--- src/rtl/bsg_link_pkg.sv ---
// Shared definitions for the BSG source-synchronous link (transmitter and receiver side).
// Holds the link geometry, the transmit FSM state type and the credit-counter width helper.
// Imported by bsg_upstream_tx and bsg_link_credit_cnt.
package bsg_link_pkg;

  localparam int IO_W   = 8;
  localparam int BEATS  = 4;
  localparam int CORE_W = IO_W * BEATS;

  typedef enum logic [0:0] {
    IDLE = 1'b0,
    SEND = 1'b1
  } tx_state_e;

  // Bits needed to hold every value from 0 to credits inclusive
  function automatic int credit_width(input int credits);
    return $clog2(credits + 1);
  endfunction

endpackage

--- src/rtl/bsg_link_credit_cnt.sv ---
// Purpose: link credit counter; dec on word send, inc on token return, saturating at CREDITS.
// Latency: count_o/zero_o reflect dec_i/inc_i one cycle later; overflow_o is combinational.
// Backpressure: none; caller gates dec_i with !zero_o, overflow_o pulses on a token into a full counter.
module bsg_link_credit_cnt
  import bsg_link_pkg::*;
#(
  parameter int CREDITS  = 32,
  parameter int CREDIT_W = credit_width(CREDITS)
) (
  input  logic                clk,
  input  logic                rst,
  input  logic                dec_i,
  input  logic                inc_i,
  output logic [CREDIT_W-1:0] count_o,
  output logic                zero_o,
  output logic                overflow_o
);

  localparam logic [CREDIT_W-1:0] FULL = CREDIT_W'(CREDITS);
  localparam logic [CREDIT_W-1:0] ONE  = CREDIT_W'(1);

  logic [CREDIT_W-1:0] count_q, count_d;
  logic                dec_ok;

  // Next count: a dec and inc in the same cycle cancel; never wraps in either direction
  always_comb begin
    dec_ok     = dec_i && (count_q != '0);
    count_d    = count_q;
    overflow_o = 1'b0;
    if (dec_ok && !inc_i) begin
      count_d = count_q - ONE;
    end else if (inc_i && !dec_ok) begin
      if (count_q == FULL) begin
        overflow_o = 1'b1;
      end else begin
        count_d = count_q + ONE;
      end
    end
  end

  // Count register, restored to full credit on reset
  always_ff @(posedge clk) begin
    if (rst) begin
      count_q <= FULL;
    end else begin
      count_q <= count_d;
    end
  end

  assign count_o = count_q;
  assign zero_o  = (count_q == '0);

endmodule

--- src/rtl/bsg_upstream_tx.sv ---
// Purpose: upstream link transmitter; serialises CORE_W core words into BEATS link beats, low byte first.
// Latency: beat 0 on the cycle after accept, one beat per cycle, back-to-back words with no bubbles.
// Backpressure: core_ready_out needs the last beat (or idle) and a credit; io_token_in returns one credit per word.
// Optional: define BSG_UPSTREAM_TX_STALL_CNT_EN to add stall_cnt, counting cycles offered with zero credit.
module bsg_upstream_tx
  import bsg_link_pkg::*;
#(
  parameter int CORE_W   = bsg_link_pkg::CORE_W,
  parameter int IO_W     = bsg_link_pkg::IO_W,
  parameter int BEATS    = bsg_link_pkg::BEATS,
  parameter int CREDITS  = 32,
  parameter int CREDIT_W = credit_width(CREDITS)
) (
  input  logic              clk,
  input  logic              rst,
  input  logic              core_valid_in,
  input  logic [CORE_W-1:0] core_data_in,
  output logic              core_ready_out,
  output logic              io_valid_out,
  output logic [IO_W-1:0]   io_data_out,
  input  logic              io_token_in,
`ifdef BSG_UPSTREAM_TX_STALL_CNT_EN
  output logic [15:0]       stall_cnt,
`endif
  output logic              credit_err
);

  localparam int                    BEAT_CNT_W = (BEATS > 1) ? $clog2(BEATS) : 1;
  localparam logic [BEAT_CNT_W-1:0] LAST_BEAT  = BEAT_CNT_W'(BEATS - 1);

  tx_state_e                  state_q, state_d;
  logic [BEAT_CNT_W-1:0]      beat_cnt_q, beat_cnt_d;
  logic [CORE_W-1:0]          hold_q;
  logic [BEATS-1:0][IO_W-1:0] word_d;
  logic [IO_W-1:0]            io_data_q;
  logic                       credit_err_q;
  logic                       accept;
  logic                       last_beat;
  logic                       credit_zero;
  logic                       credit_ovf;
  logic [CREDIT_W-1:0]        credit_cnt;

  assign last_beat = (beat_cnt_q == LAST_BEAT);
  assign accept    = core_valid_in && core_ready_out;

  // One credit is reserved per word at accept time and returned by each token
  bsg_link_credit_cnt #(
    .CREDITS  (CREDITS),
    .CREDIT_W (CREDIT_W)
  ) u_credit (
    .clk        (clk),
    .rst        (rst),
    .dec_i      (accept),
    .inc_i      (io_token_in),
    .count_o    (credit_cnt),
    .zero_o     (credit_zero),
    .overflow_o (credit_ovf)
  );

  // FSM state and beat index registers
  always_ff @(posedge clk) begin
    if (rst) begin
      state_q    <= IDLE;
      beat_cnt_q <= '0;
    end else begin
      state_q    <= state_d;
      beat_cnt_q <= beat_cnt_d;
    end
  end

  // Next state: walk the beats, chaining straight into a new word accepted on the last beat
  always_comb begin
    state_d    = state_q;
    beat_cnt_d = beat_cnt_q;
    case (state_q)
      IDLE: begin
        if (accept) begin
          state_d    = SEND;
          beat_cnt_d = '0;
        end
      end
      SEND: begin
        if (last_beat) begin
          state_d    = accept ? SEND : IDLE;
          beat_cnt_d = '0;
        end else begin
          beat_cnt_d = beat_cnt_q + 1'b1;
        end
      end
      default: begin
        state_d    = IDLE;
        beat_cnt_d = '0;
      end
    endcase
  end

  // Outputs: ready comes from registered state and credit only, never from core_valid_in
  always_comb begin
    core_ready_out = ((state_q == IDLE) || last_beat) && !credit_zero && !rst;
    io_valid_out   = (state_q == SEND);
  end

  // The next beat comes from the word being accepted now, otherwise from the held word
  assign word_d = accept ? core_data_in : hold_q;

  // Hold register captures each accepted word
  always_ff @(posedge clk) begin
    if (rst) begin
      hold_q <= '0;
    end else if (accept) begin
      hold_q <= core_data_in;
    end
  end

  // Beat register loads the byte shown next cycle; it keeps its last value while idle
  always_ff @(posedge clk) begin
    if (rst) begin
      io_data_q <= '0;
    end else if (state_d == SEND) begin
      io_data_q <= word_d[beat_cnt_d];
    end
  end

  assign io_data_out = io_data_q;

  // Sticky error: a token arrived while every credit was already home
  always_ff @(posedge clk) begin
    if (rst) begin
      credit_err_q <= 1'b0;
    end else if (credit_ovf) begin
      credit_err_q <= 1'b1;
    end
  end

  assign credit_err = credit_err_q;

  // Credits can never exceed the receiver buffer capacity
  always_ff @(posedge clk) begin
    if (!rst) begin
      assert (credit_cnt <= CREDIT_W'(CREDITS));
    end
  end

`ifdef BSG_UPSTREAM_TX_STALL_CNT_EN
  logic [15:0] stall_cnt_q;

  // Count cycles where the core offers a word but no credit is available, saturating
  always_ff @(posedge clk) begin
    if (rst) begin
      stall_cnt_q <= '0;
    end else if (core_valid_in && credit_zero && (stall_cnt_q != 16'hFFFF)) begin
      stall_cnt_q <= stall_cnt_q + 16'd1;
    end
  end

  assign stall_cnt = stall_cnt_q;
`endif

endmodule

--- config.mk ---
export PLATFORM = sky130hd
export DESIGN_NAME = bsg_upstream_tx
export DESIGN_NICKNAME = d
export VERILOG_FILES = /design/src/rtl/bsg_link_pkg.sv /design/src/rtl/bsg_link_credit_cnt.sv /design/src/rtl/bsg_upstream_tx.sv
export SDC_FILE = /design/constraint.sdc
export NUM_CORES = 1
export LEC_CHECK = 0
export BUFFER_PORTS_ARGS = -buffer_cell sky130_fd_sc_hd__buf_2
export CORE_ASPECT_RATIO = 0.8
export CORE_MARGIN = 2
export CORE_UTILIZATION = 59
export DETAILED_ROUTE_END_ITERATION = 7
export HOLD_SLACK_MARGIN = 0.15
export PLACE_DENSITY = 0.94
export SLEW_MARGIN = 20
export SYNTH_ARGS = -nofsm -noshare
export SYNTH_HDL_FRONTEND = slang
export SYNTH_SLANG_ARGS = --single-unit
--- constraint.sdc ---
create_clock -name clk -period 6.1 [get_ports clk]
set_input_delay 0.915 -clock clk [delete_from_list [all_inputs] [get_ports clk]]
set_output_delay 0.915 -clock clk [all_outputs]
set_load 0.05 [all_outputs]
# Yosys cells after proc, flatten, opt, wreduce, memory -nomap -nowiden
# Index checks and enable logic that the tools add are counted.
[totals] regBits=50 elab_cells=44 output_inout_bits=11
[classes] n_mux=15 eq_ne=3 order_cmp=1 n_addsub=3 n_bitwise=1 n_reduce_logical=15
[op_table] cell="$mux W32" n=1
[op_table] cell="$mux W6" n=3
[op_table] cell="$bmux W8 S2" n=1
[op_table] cell="$mux W8" n=1
[op_table] cell="$add A6 B1 Y6 const B" n=1
[op_table] cell="$eq A6 B6 Y1 const B" n=1
[op_table] cell="$logic_and A1 B1 Y1" n=6
[op_table] cell="$logic_not A6 Y1" n=1
[op_table] cell="$reduce_bool A6 Y1" n=1
[op_table] cell="$sub A6 B1 Y6 const B" n=1
[op_table] cell="$mux W1" n=5
[op_table] cell="$logic_not A1 Y1" n=4
[op_table] cell="$mux W2" n=2
[op_table] cell="$pmux W2 S2" n=1
[op_table] cell="$lt A2 B3 Y1 const B" n=1
[op_table] cell="$add A2 B1 Y2 const B" n=1
[op_table] cell="$eq A2 B2 Y1 const B" n=1
[op_table] cell="$ne A2 B1 Y1 const B" n=1
[op_table] cell="$pmux W1 S2" n=1
[op_table] cell="$reduce_and A2 Y1" n=1
[op_table] cell="$reduce_bool A2 Y1" n=1
[op_table] cell="$logic_or A1 B1 Y1" n=1
[op_table] cell="$not A1 Y1" n=1

# Depth between registers and ports, before layout
[depth] ltp_word=10 ltp_mapped=16 depth_no_buf=12

# Modules after synthesis
# From an unflattened synthesis, not the netlist that was laid out.
[hier_totals] hier_cells=312 hier_area_um2=2466.1
[modules_own_cells] module="bsg_upstream_tx" area_each_um2=1978.1 cells_per_inst=256 n_inst=1
[modules_own_cells] module="bsg_link_credit_cnt" area_each_um2=488.0 cells_per_inst=56 n_inst=1

# Worst setup path before layout
# Ideal clock, no wire load.
[synth_path] path_type="in2reg" startpoint="input rst" endpoint="register u_credit.count_q[4], in the netlist u_credit.count_o[4]" t_arrival_ns=3.575 path_buffers=5 setup_time_ns=0.070 cell_stages=14 setup_slack_ns=2.455 path_cell_list="clkbuf_8 or2b_2 clkbuf_8 nor2_2 clkbuf_8 buf_2 ha_1 clkbuf_1 xor2_1 ha_1 a21oi_1 a222oi_1 or4_1 a21oi_1"
[synth_via] elab_chain_cells=8 word_cells_on_any_way=11
[synth_lines] element="from (decl)" line="bsg_upstream_tx.sv:15" rtl="input logic rst,"
[synth_lines] element="$logic_not A1 Y1"
[synth_lines] element="$logic_and A1 B1 Y1" line="bsg_upstream_tx.sv:99" rtl="core_ready_out = ((state_q == IDLE) || last_beat) && !credit_zero && !rst;"
[synth_lines] element="$logic_and A1 B1 Y1" line="bsg_upstream_tx.sv:44" rtl="assign accept = core_valid_in && core_ready_out;"
[synth_lines] element="$logic_and A1 B1 Y1" line="bsg_link_credit_cnt.sv:27" rtl="dec_ok = dec_i && (count_q != '0);"
[synth_lines] element="$logic_not A1 Y1" line="bsg_link_credit_cnt.sv:32" rtl="end else if (inc_i && !dec_ok) begin"
[synth_lines] element="$logic_and A1 B1 Y1" line="bsg_link_credit_cnt.sv:32"
[synth_lines] element="$reduce_bool A2 Y1 (no line)"
[synth_lines] element="$reduce_and A2 Y1 (no line)"
[synth_lines] element="to (signal assigned)" line="bsg_link_credit_cnt.sv:46" rtl="count_q <= count_d;"
[synth_lines] element="to (decl)" line="bsg_link_credit_cnt.sv:22" rtl="logic [CREDIT_W-1:0] count_q, count_d;"
# Several ways; a longest one is shown, not always the timed one.
# A chain may end at the register's enable or synchronous reset.

# Worst setup path in the final report
[layout_path] startpoint="input rst" endpoint="register u_credit.count_q[3], in the netlist u_credit.count_o[3]"
# Same word-level chain as after synthesis.

==> impl.org <==
** Status
- The run finished with clean final reports.

** Floorplanning
- Floorplan die height :: 62.5 µm
- The floorplan has 21 rows.
- Starting utilization of the core area :: 0.608
- Core region area :: 4150 µm²
- Horizontal extent of the die :: 77.1 µm
- Pin placement for this block handled 47 I/O pins.
- Area of the die :: 4820 µm²

** Power
- Of the total power, the share spent switching nets is 0.336.
- Maximum VDD drop :: 0.141 mV
- Internal power consumption :: 496 µW
- Static leakage :: 1.07 nW
- Sw power :: 250 µW
- In this run the power density over the cells is 271 nW/µm².
- Clock share of power :: 0.253
- The share of total power dissipated in combinational logic is 0.249.
- Of the total power, registers draw 0.498.

** Detailed routing
- Detailed-route wire length :: 5.85 mm
- Wire segments on met3 add up to 494 µm in the final route.
- The detailed router finished its first iteration with 276 violations.
- The pre-antenna-repair detailed-routing pass consisted of 5 iterations.
- Signal routing reaches up to met4.
- Post-route DRC violation count :: 0
- In the final routed layout, each cell accounts on average for 15.0 µm.
- Post-detailed-route count of antenna-violating nets :: 0
- Per-cell via count in the routed design :: 5.96
- In the final routing, the length of wire on met1 measures 2.69 mm.
- The detailed router placed 2329 vias in this run.
- Summed over all nets, wire length on met2 after detailed routing comes to 2.59 mm.

** Worst setup path
- Signal arrival time at the worst endpoint :: 3740 ps
- Capturing element type of the critical path :: register
- The worst setup path is launched from an input port.
- Critical-path maximum fanout :: 44
- Critical Setup Path Class :: input port to register
- Required time of the critical path :: 6260 ps

** Synthesis
- EDFF count, synth :: 0
- A synthesized cell averages 8.41 µm².
- Main flop type after synthesis :: dfxtp_1
- Counting distinct cell types in the post-synthesis netlist gives 49.
- Top post-synthesis cells by area :: dfxtp_1 40%, nand2_1 12%, a21oi_1 8.7%
- #FFs+latches synth :: 50
- Of all cell types, the one taking the most synthesized area is dfxtp_1.
- Post-Syn Area :: 2520 µm²
- For this run, the register share of the synthesized area comes to 0.397.
- Of the post-synthesis cell area, the dominant cell type holds 0.397.
- For this run, asynchronously set or reset flops after synthesis account for 0.
- Total nets after synthesis :: 341
- Synthesized instance count :: 300
- The Yosys step of the flow raised 0 warnings.

** CTS
- H-tree level count :: 2
- Clock latency at the later pin of the worst-skew pair :: 310 ps
- Clock-pin slew was measured on the worst setup and hold paths at 80 ps.
- TritonCTS sink count :: 50
- TritonCTS built the clock tree.
- Clock root buffer master :: clkbuf_8
- Post-CTS setup buffer count :: 0
- Number of cells upsized or downsized after cts :: 0
- TritonCTS Buffers :: 5
- In this run the deepest clock path goes through 2 buffers.
- Hold repair after CTS inserted 0 buffers.

** Timing
- Clock period minus worst slack :: 3580 ps
- Number of endpoints with negative hold slack in the final report :: 0
- Setup violations remaining at the end of the flow were counted as 0.
- Setup repair after global routing left no endpoint under its margin.
- On the final layout, the worst clock skew is 8.72 ps.
- Post-layout worst setup margin :: 2520 ps
- Share of the clock period used by the worst path after layout :: 0.587
- Achievable frequency :: 0.279 GHz
- TNS Setup :: 0 ps
- The count of pins over their slew limit is 0.
- Slew of the pin with the lowest slew margin :: 760 ps
- Worst-case hold slack :: 460 ps
- In this run the tightest slew margin relative to its limit is 0.493.

** Finish
- After the last flow step, the layout net total stands at 375.
- The number of antenna diodes in the final layout is 0.
- Of the cells placed in the final design, the portion with a size suffix greater than 1 is 0.210.
- Most common cell after layout, fill and taps aside :: nand2_1
- From synthesis to final layout, the design area changed by 9.38%.
- Leaving out fill and tap cells, the most frequent cells in the layout are 79 x nand2_1, 50 x dfxtp_1, 46 x buf_2.
- The finished layout holds 391 standard cells, fillers aside.

** Job
- Count of max-cap constraint violations :: 0

** Global route
- Number of antenna violations at the first check in global routing :: 0
- Entering global routing, the biggest net connects 45 pins.
- The via count of the first global-routing pass came to 2053.
- In the global route stage, overall resource usage came out at 0.254.
- Total grt overflow :: 0
- Global-route wire length before repair :: 9.92 mm

** Placement
- Once detailed placement completed, the half-perimeter wirelength came to 4.09 mm.
- Port Buffer Count :: 46
- Gpl congestion :: 0.841
- OpenSTA, run right after detailed placement, puts the worst setup slack at 2230 ps.
- Total placed cells including tap cells :: 384

** Min path
- The path class of the tightest hold or removal check is register to register.
## per-stage QoR
stage	cell area, µm²	power [mW]	utilization
after floorplan	2520	0.521	-
after global placement	2680	0.555	0.644
after detailed placement	2680	0.562	0.644
after CTS	2760	0.745	0.665
after global routing	2760	0.784	0.665
final	2760	0.746	0.665
## cells in the mapped netlist (2+ instances only)
| master | number |
|---|---|
| a21oi_1 | 44 |
| a221o_1 | 5 |
| buf_2 | 3 |
| buf_4 | 4 |
| buf_6 | 3 |
| clkbuf_1 | 6 |
| clkbuf_8 | 4 |
| dfxtp_1 | 50 |
| ha_1 | 5 |
| inv_1 | 8 |
| mux4_2 | 5 |
| nand2_1 | 79 |
| nand2b_1 | 4 |
| nand3_1 | 3 |
| nor2_1 | 11 |
| nor2_2 | 2 |
| nor2b_1 | 2 |
| nor3_1 | 2 |
| nor3b_1 | 2 |
| nor4_1 | 4 |
| o211ai_1 | 7 |
| o21ai_0 | 6 |
| o31ai_1 | 4 |
| o41ai_1 | 3 |
| or2b_2 | 2 |
| or4_1 | 4 |
| xnor2_1 | 3 |
| xor2_1 | 4 |
## state kept, by name, indices dropped and copies added, names as in the netlist
name              cells
io_valid_out          1
u_credit.count_o      6
credit_err            1
hold_q               32
io_data_out           8
beat_cnt_q            2
## kinds of logic after synthesis
family / count (synthesis) / share of synthesized area
AO/OA/AOI/OAI: 80 / 0.205
flip-flops: 50 / 0.397
multiplexers: 6 / 0.0486
XOR/XNOR: 7 / 0.0243
AND/OR/NAND/NOR: 123 / 0.225
adder cells (fa/ha/maj): 5 / 0.0248
buffers and inverters: 29 / 0.0754
## final cells by class
type                    count  area (µm²)
repair buffers             47         238
clock buffers               5        68.8
flip-flops and latches     50        1000
well taps                  57        71.3
clock inverters             2        15.0
inverters                   9        33.8
fillers                   361        1390
multi-input cells         221        1330
## worst paths after layout
check,from,end,slack [ps],cells after the start
worst min register to register,hold_q[6],hold_q[6],460,2
worst max register to register,beat_cnt_q[0],u_credit.count_o[3],2780,11
worst max-delay path,rst,u_credit.count_o[3],2520,10
worst min-delay path,hold_q[6],hold_q[6],460,2
## worst max-delay path, stage by stage
cell	delay (ps)
buf_2	330
or2b_2	500
nor2_2	160
buf_4	390
ha_1	340
inv_1	110
a41oi_1	480
a21boi_0	280
xnor2_1	150
nor2_1	60
## routing by layer
layer  global-route usage  up-vias
li1                     -     1118
met1                0.382     1095
met2                0.373      106
met3               0.0448       10
met4               0.0781        0
met5                    0        -
## power groups by stage
stage,combinational [mW],clock (mW),sequential [mW]
2_1_floorplan,0.120,0,0.401
3_3_place_gp,0.178,0,0.377
3_5_place_dp,0.184,0,0.378
4_1_cts,0.185,0.188,0.371
5_1_grt,0.204,0.205,0.375
6_report,0.186,0.189,0.372
Note: power is estimated with default switching activity, not from simulation.
